$ cat config.mk
export PLATFORM = sky130hd
export DESIGN_NAME = arch_regfile
export DESIGN_NICKNAME = d
export VERILOG_FILES = /design/src/rtl/core_pkg.sv /design/src/rtl/arf_read_port.sv /design/src/rtl/arch_regfile.sv
export SDC_FILE = /design/constraint.sdc
export NUM_CORES = 2
export LEC_CHECK = 0
export ABC_AREA = 0
export CAP_MARGIN = 20
export CORE_MARGIN = 1
export CORE_UTILIZATION = 35
export DETAILED_ROUTE_END_ITERATION = 7
export GPL_ROUTABILITY_DRIVEN = 0
export PLACE_DENSITY = 0.51
export SLEW_MARGIN = 20
export SYNTH_ARGS = -nofsm -noshare
export SYNTH_HDL_FRONTEND = slang
export SYNTH_HIERARCHICAL = 1
export SYNTH_SLANG_ARGS = --single-unit
$ cat constraint.sdc
create_clock -name clk -period 7.5 [get_ports clk]
set_input_delay 0.75 -clock clk [delete_from_list [all_inputs] [get_ports clk]]
set_output_delay 0.75 -clock clk [all_outputs]
set_load 0.02 [all_outputs]
$ cat src/rtl/core_pkg.sv
// core_pkg: shared core widths and typedefs for decode, rename, ROB and the architectural register file
package core_pkg;
  localparam int XLEN = 32;
  localparam int NUM_ARCH_REGS = 32;
  localparam int ARCH_REG_W = $clog2(NUM_ARCH_REGS);
  localparam int RETIRE_WIDTH = 2;
  typedef logic [ARCH_REG_W-1:0] arch_reg_t;
  typedef logic [XLEN-1:0] word_t;
endpackage

$ cat src/rtl/arf_read_port.sv
// arf_read_port: one register read port (idx, stored -> data) with x0 zeroing; ARF_BYPASS_EN adds rst-gated retire bypass, slot 1 highest priority
module arf_read_port
  import core_pkg::*;
(
  input  logic [ARCH_REG_W-1:0] idx,
  input  logic [XLEN-1:0]       stored,
`ifdef ARF_BYPASS_EN
  input  logic                    rst,
  input  logic [ARCH_REG_W-1:0]   retire_reg [0:RETIRE_WIDTH-1],
  input  logic [XLEN-1:0]         retire_reg_data [0:RETIRE_WIDTH-1],
  input  logic [RETIRE_WIDTH-1:0] retire_valid,
`endif
  output logic [XLEN-1:0]       data
);
`ifdef ARF_BYPASS_EN
  always_comb begin
    data = (idx == '0) ? '0 : stored;
    for (int i = 0; i < RETIRE_WIDTH; i++)
      if (!rst && retire_valid[i] && idx != '0 && retire_reg[i] == idx) data = retire_reg_data[i];
  end
`else
  always_comb data = (idx == '0) ? '0 : stored;
`endif
endmodule

$ cat src/rtl/arch_regfile.sv
// arch_regfile: committed 32x32 register file (clk, rst sync high; rs1/rs2 -> rs1_data/rs2_data comb; retire_reg/_data/_valid sync writes, slot 1 wins); ARF_BYPASS_EN enables retire-to-read bypass
module arch_regfile
  import core_pkg::*;
(
  input  logic                    clk,
  input  logic                    rst,
  input  logic [ARCH_REG_W-1:0]   rs1,
  input  logic [ARCH_REG_W-1:0]   rs2,
  input  logic [ARCH_REG_W-1:0]   retire_reg [0:RETIRE_WIDTH-1],
  input  logic [XLEN-1:0]         retire_reg_data [0:RETIRE_WIDTH-1],
  input  logic [RETIRE_WIDTH-1:0] retire_valid,
  output logic [XLEN-1:0]         rs1_data,
  output logic [XLEN-1:0]         rs2_data
);
  word_t regs [0:NUM_ARCH_REGS-1];
  always_ff @(posedge clk)
    if (rst) begin
      for (int r = 0; r < NUM_ARCH_REGS; r++) regs[r] <= '0;
    end else begin
      for (int i = 0; i < RETIRE_WIDTH; i++)
        if (retire_valid[i] && retire_reg[i] != '0) regs[retire_reg[i]] <= retire_reg_data[i];
    end
  arf_read_port u_rp1 (
    .idx(rs1),
    .stored(regs[rs1]),
`ifdef ARF_BYPASS_EN
    .rst(rst),
    .retire_reg(retire_reg),
    .retire_reg_data(retire_reg_data),
    .retire_valid(retire_valid),
`endif
    .data(rs1_data)
  );
  arf_read_port u_rp2 (
    .idx(rs2),
    .stored(regs[rs2]),
`ifdef ARF_BYPASS_EN
    .rst(rst),
    .retire_reg(retire_reg),
    .retire_reg_data(retire_reg_data),
    .retire_valid(retire_valid),
`endif
    .data(rs2_data)
  );
endmodule

* After elaboration in Yosys (flattened, before gate mapping)
Memories as Yosys holds them, arrays and structs flattened.
Cells that the tools add are included.
** Storage, ports and cells
- Bits in registers :: 0
- Bits in writable memories :: 1024
- Bits of input ports :: 88
- Output and inout bits :: 64
- Word-level logic and storage cells :: 25
- Memories :: 1
** Memory list
- regs :: depth 32, width 32, rd ports 2, clocked after Yosys merged registers in 0, write ports 32, RTL line arch_regfile.sv:15 : word_t regs [0:NUM_ARCH_REGS-1];
** Operators by class
- Mux-type cells :: 16
- Reductions and logical operators :: 8
** Operators with widths (number)
- 32-bit 2-to-1 mux :: 4
- 32-bit OR reduction :: 2
- 5-bit logical NOT :: 2
- 1-bit 2-to-1 mux :: 10
- 5-bit 2-to-1 mux :: 2
- 5-bit nonzero test :: 2
- 1-bit logical AND :: 2

* Logic depth before layout (Yosys ltp)
- Depth after elaboration :: 7
- Depth in mapped cells :: 9

* Cells and area by module
The synthesis kept the hierarchy.
** Modules (own cells, without submodules)
- arch_regfile :: instances 1, cells each 4888, area each 59605.9 um^2, seq. area each 30749.5 um^2
- arf_read_port :: instances 2, cells each 40, area each 321.6 um^2, seq. area each 0.0 um^2

* Least setup slack after synthesis
No wires, ideal clock.
- Kind :: input-to-reg
- From :: in rst
- To :: mem regs[20][0] (netlist bit) (enable)
- Data arrival time :: 3.789 ns
- Required time :: 7.034 ns
- Slack :: 3.245 ns
- Stages :: 5
- Buffers on the path :: 2
- Path through :: buf_4 nor3b_4 nand2_2 buf_2 o21ai_0
** RTL lines
- from (decl) :: RTL line arch_regfile.sv:6 : input logic rst,
- to (decl) :: RTL line arch_regfile.sv:15

* Worst setup path in the final report
- From :: in rs2[2]
- To :: out rs2_data[2]
** On the way
- Longest elaborated chain between the ends :: 2
** RTL lines
- from (decl) :: RTL line arch_regfile.sv:8 : input logic [ARCH_REG_W-1:0] rs2,
- memory 32 x 32 bit / 5-bit logical NOT (equally long branches)
- 32-bit 2-to-1 mux (*) :: RTL line arf_read_port.sv:22 : always_comb data = (idx == '0) ? '0 : stored;
- to (decl) :: RTL line arch_regfile.sv:13 : output logic [XLEN-1:0] rs2_data
Every way passes the cells marked *; elsewhere a longest branch is shown, timed or not.

==> results.yml <==
critical_path:
  cp_cell_sequence: "clkdlybuf4s50_1 > and2_4 > buf_4 > a22o_1 > nor3_1 > a31oi_1 > nand3_1 > a21boi_1 > clkdlybuf4s50_1"
  max_stage_delay_ns: 0.85
  startpoint_type: "input pin"
  required_ns: 6.75
  end_kind: "primary output"
  critPathSlowestCell: "and2_4"
  crit_type: "input pin to primary output"
  cp.arrival_ns: 4.85
  crit_path_frequent_cell: "clkdlybuf4s50_1"
  critPathMaxFanout: 45
power_and_ir_drop:
  max-vdd-ir-drop_mv: 0.1837
  seqPwrFrac_pct: 46.9
  switching_share_pct: 28.50
  p_int_mw: 10.41
  power_frac_clock_pct: 38.1
  power.density_nw_per_um2: 214.6
  switchingPower_mw: 4.147
  combPwrFrac_pct: 15.0
  leakage_nw: 25.22
grt:
  grt_max_degree: 112
  grt_pass1_wl_um: 377900
  gr-total-overflow: 0
  grt_usage_pct: 30.99
  antenna_found_initial: 5
  first_global_vias: 46680
clocking:
  cts_hold_buf: 0
  htree_levels: 3
  cts_resized: 0
  path_clk_slew_ns: 0.06
  cts-root-buf: "clkbuf_16"
  post_cts_buffers: 0
  cts_buffers: 117
  clk_path_buf_depth: 3
  cts_sinks: 1024
  cts_tree: "yes"
routing:
  dr_total_vias: 48520
  routed_wl_um: 278800
  wl_per_cell_um: 38.63
  vias_per_cell: 6.724
  drt_pass1_iterations: 6
  detail-route-antenna-nets: 0
  drtIter0Drc: 6046
  drc: 0
sta:
  finalMaxSlewViolations: 0
  rsz0062_at_grt: "no"
  maxSlewHeadroom_pct: 12.50
  post-route-min-period_ns: 5.604
  fmax_ghz: 0.1784
  hold_viol: 0
  tightest_slew_ns: 1.308
  finalSetupTns_ns: 0
  min_period_over_period_pct: 74.73
  setup_viol: 0
logic_synthesis:
  syn_inst: 4968
  syn_area_per_cell_sq_um: 12.13
  synth_cell_type_count: 40
  synth_area_sq_um: 60250
  ys_ff_latch: 1024
  synth-seq-area-share_pct: 51.04
  synth_top_area_cell: "edfxtp_1"
  ys_top_cells_by_area: "edfxtp_1 (51%), mux2i_1 (17%), a22o_1 (16%)"
  yosysWarnings: 6
  synth_top_area_share_pct: 51.04
  synth-async-reset-ratio_pct: 0
  synth_edf_count: 1024
  synth_flop_cell: "edfxtp_1"
place:
  dpl.hpwl_um: 158300
  port_buffers: 151
  dp_cells: 7000
layout:
  largest_register_ffs: 1024
  syn_to_final_growth_pct: 12.54
  drive_above_1_share_pct: 10.53
  top_regs: "regs: 1024 flops"
  regMostFlops: "regs"
  fin_nets: 4912
  utilization_pct: 39.83
  instances_no_fill: 7216
worst_hold_path:
  hold_path_class: "input pin to flop"
floorplanning:
  row_count: 151
  die_area_sq_um: 173800
  die_width_um: 416.9
  start_util_pct: 35.39
  coreArea_sq_um: 170200
  fp.dieH_um: 416.9
  ios: 152
outcome:
  outcome: "complete, no violations"
run:
  maxCapViolCount: 0
## layout by cell type, fill, tap and decap left out, types with 32 or more instances in the layout
cell type        count
nor2_4              33
a21oi_1            192
conb_1              32
nor3_1              65
a22oi_1            192
nand3_1            194
edfxtp_1          1024
clkbuf_16          119
clkdlybuf4s50_1    136
a22o_1            1120
mux2i_1           1024
nand2_1            194
a21boi_1            54
a31oi_1             64
nor2_1              33
buf_4              195
## per-stage QoR
stage	hold slack (ns)	setup slack (ns)	instance area, sq um	total power [mW]
6_report	0.3761	1.896	67810	14.55
5_1_grt	0.3789	1.971	67800	14.88
4_1_cts	0.3478	1.984	67820	14.52
3_5_place_dp	1.125	1.997	64270	9.061
3_3_place_gp	1.127	1.977	64220	9.049
2_1_floorplan	0.9519	3.245	60370	8.114
## layer usage
layer	share of wire [%]	track usage, %	wire, um
met5	0.0093	0	26
met2	44	47.55	123100
met1	40	40.69	111200
met3	9.9	6.177	27710
met4	6.0	17.76	16730
## power by group through the flow
stage | Clock, mW | Combinational (mW) | Sequential [mW]
floorplan | 0 | 1.23 | 6.89
global placement | 0 | 2.14 | 6.91
detailed placement | 0 | 2.13 | 6.93
CTS | 5.58 | 2.14 | 6.81
global route | 5.78 | 2.25 | 6.85
finish | 5.55 | 2.19 | 6.82
## synthesized netlist by cell type (4+ instances only)
master	number
buf_4	14
a22o_1	1120
nor3_2	26
nor3_1	66
a22oi_1	192
nand3_1	194
nor2_1	40
buf_2	248
buf_1	46
a21boi_1	54
nand3b_1	6
a21boi_0	4
a21boi_2	6
nand2_1	196
nor2_4	6
a31oi_1	64
nor3_4	4
nand2b_1	5
o21ai_0	7
nor2b_1	4
or3b_1	4
nor2_2	20
buf_6	6
or3_1	25
mux2i_1	1024
edfxtp_1	1024
clkbuf_1	352
a21oi_1	192
## cell families after synthesis
logic type	Yosys count	synth area share, %
other cells	1	0.006224
simple gates	611	5.262
mux	1024	17.01
buf+inv	668	4.839
compound gates	1640	21.84
flops	1024	51.04
## worst max-delay path: cells and delay by family
family	cells	cell delay, ns
compound gates	3	0.87
buf+inv	3	1.94
simple gates	3	1.23
## final timing paths
path / cells after the start / slack (ns) / from / endpoint
setup / recovery: 9 / 1.90 / rs2[2] / rs2_data[2]
hold / removal: 1 / 0.38 / rst / regs[0][31]
## cell type report
class                           count  area (sq um)
Inverter                            2         7.507
Antenna cell                        3         7.507
Tap cell                         2295          2872
Fill cell                       16080        102400
Clock buffer                      144          3072
Timing Repair Buffer              372          3423
Clock inverter                     69         475.5
Sequential cell                  1024         30750
Multi-Input combinational cell   3307         27200
Note: power is estimated with default switching activity, not from simulation.
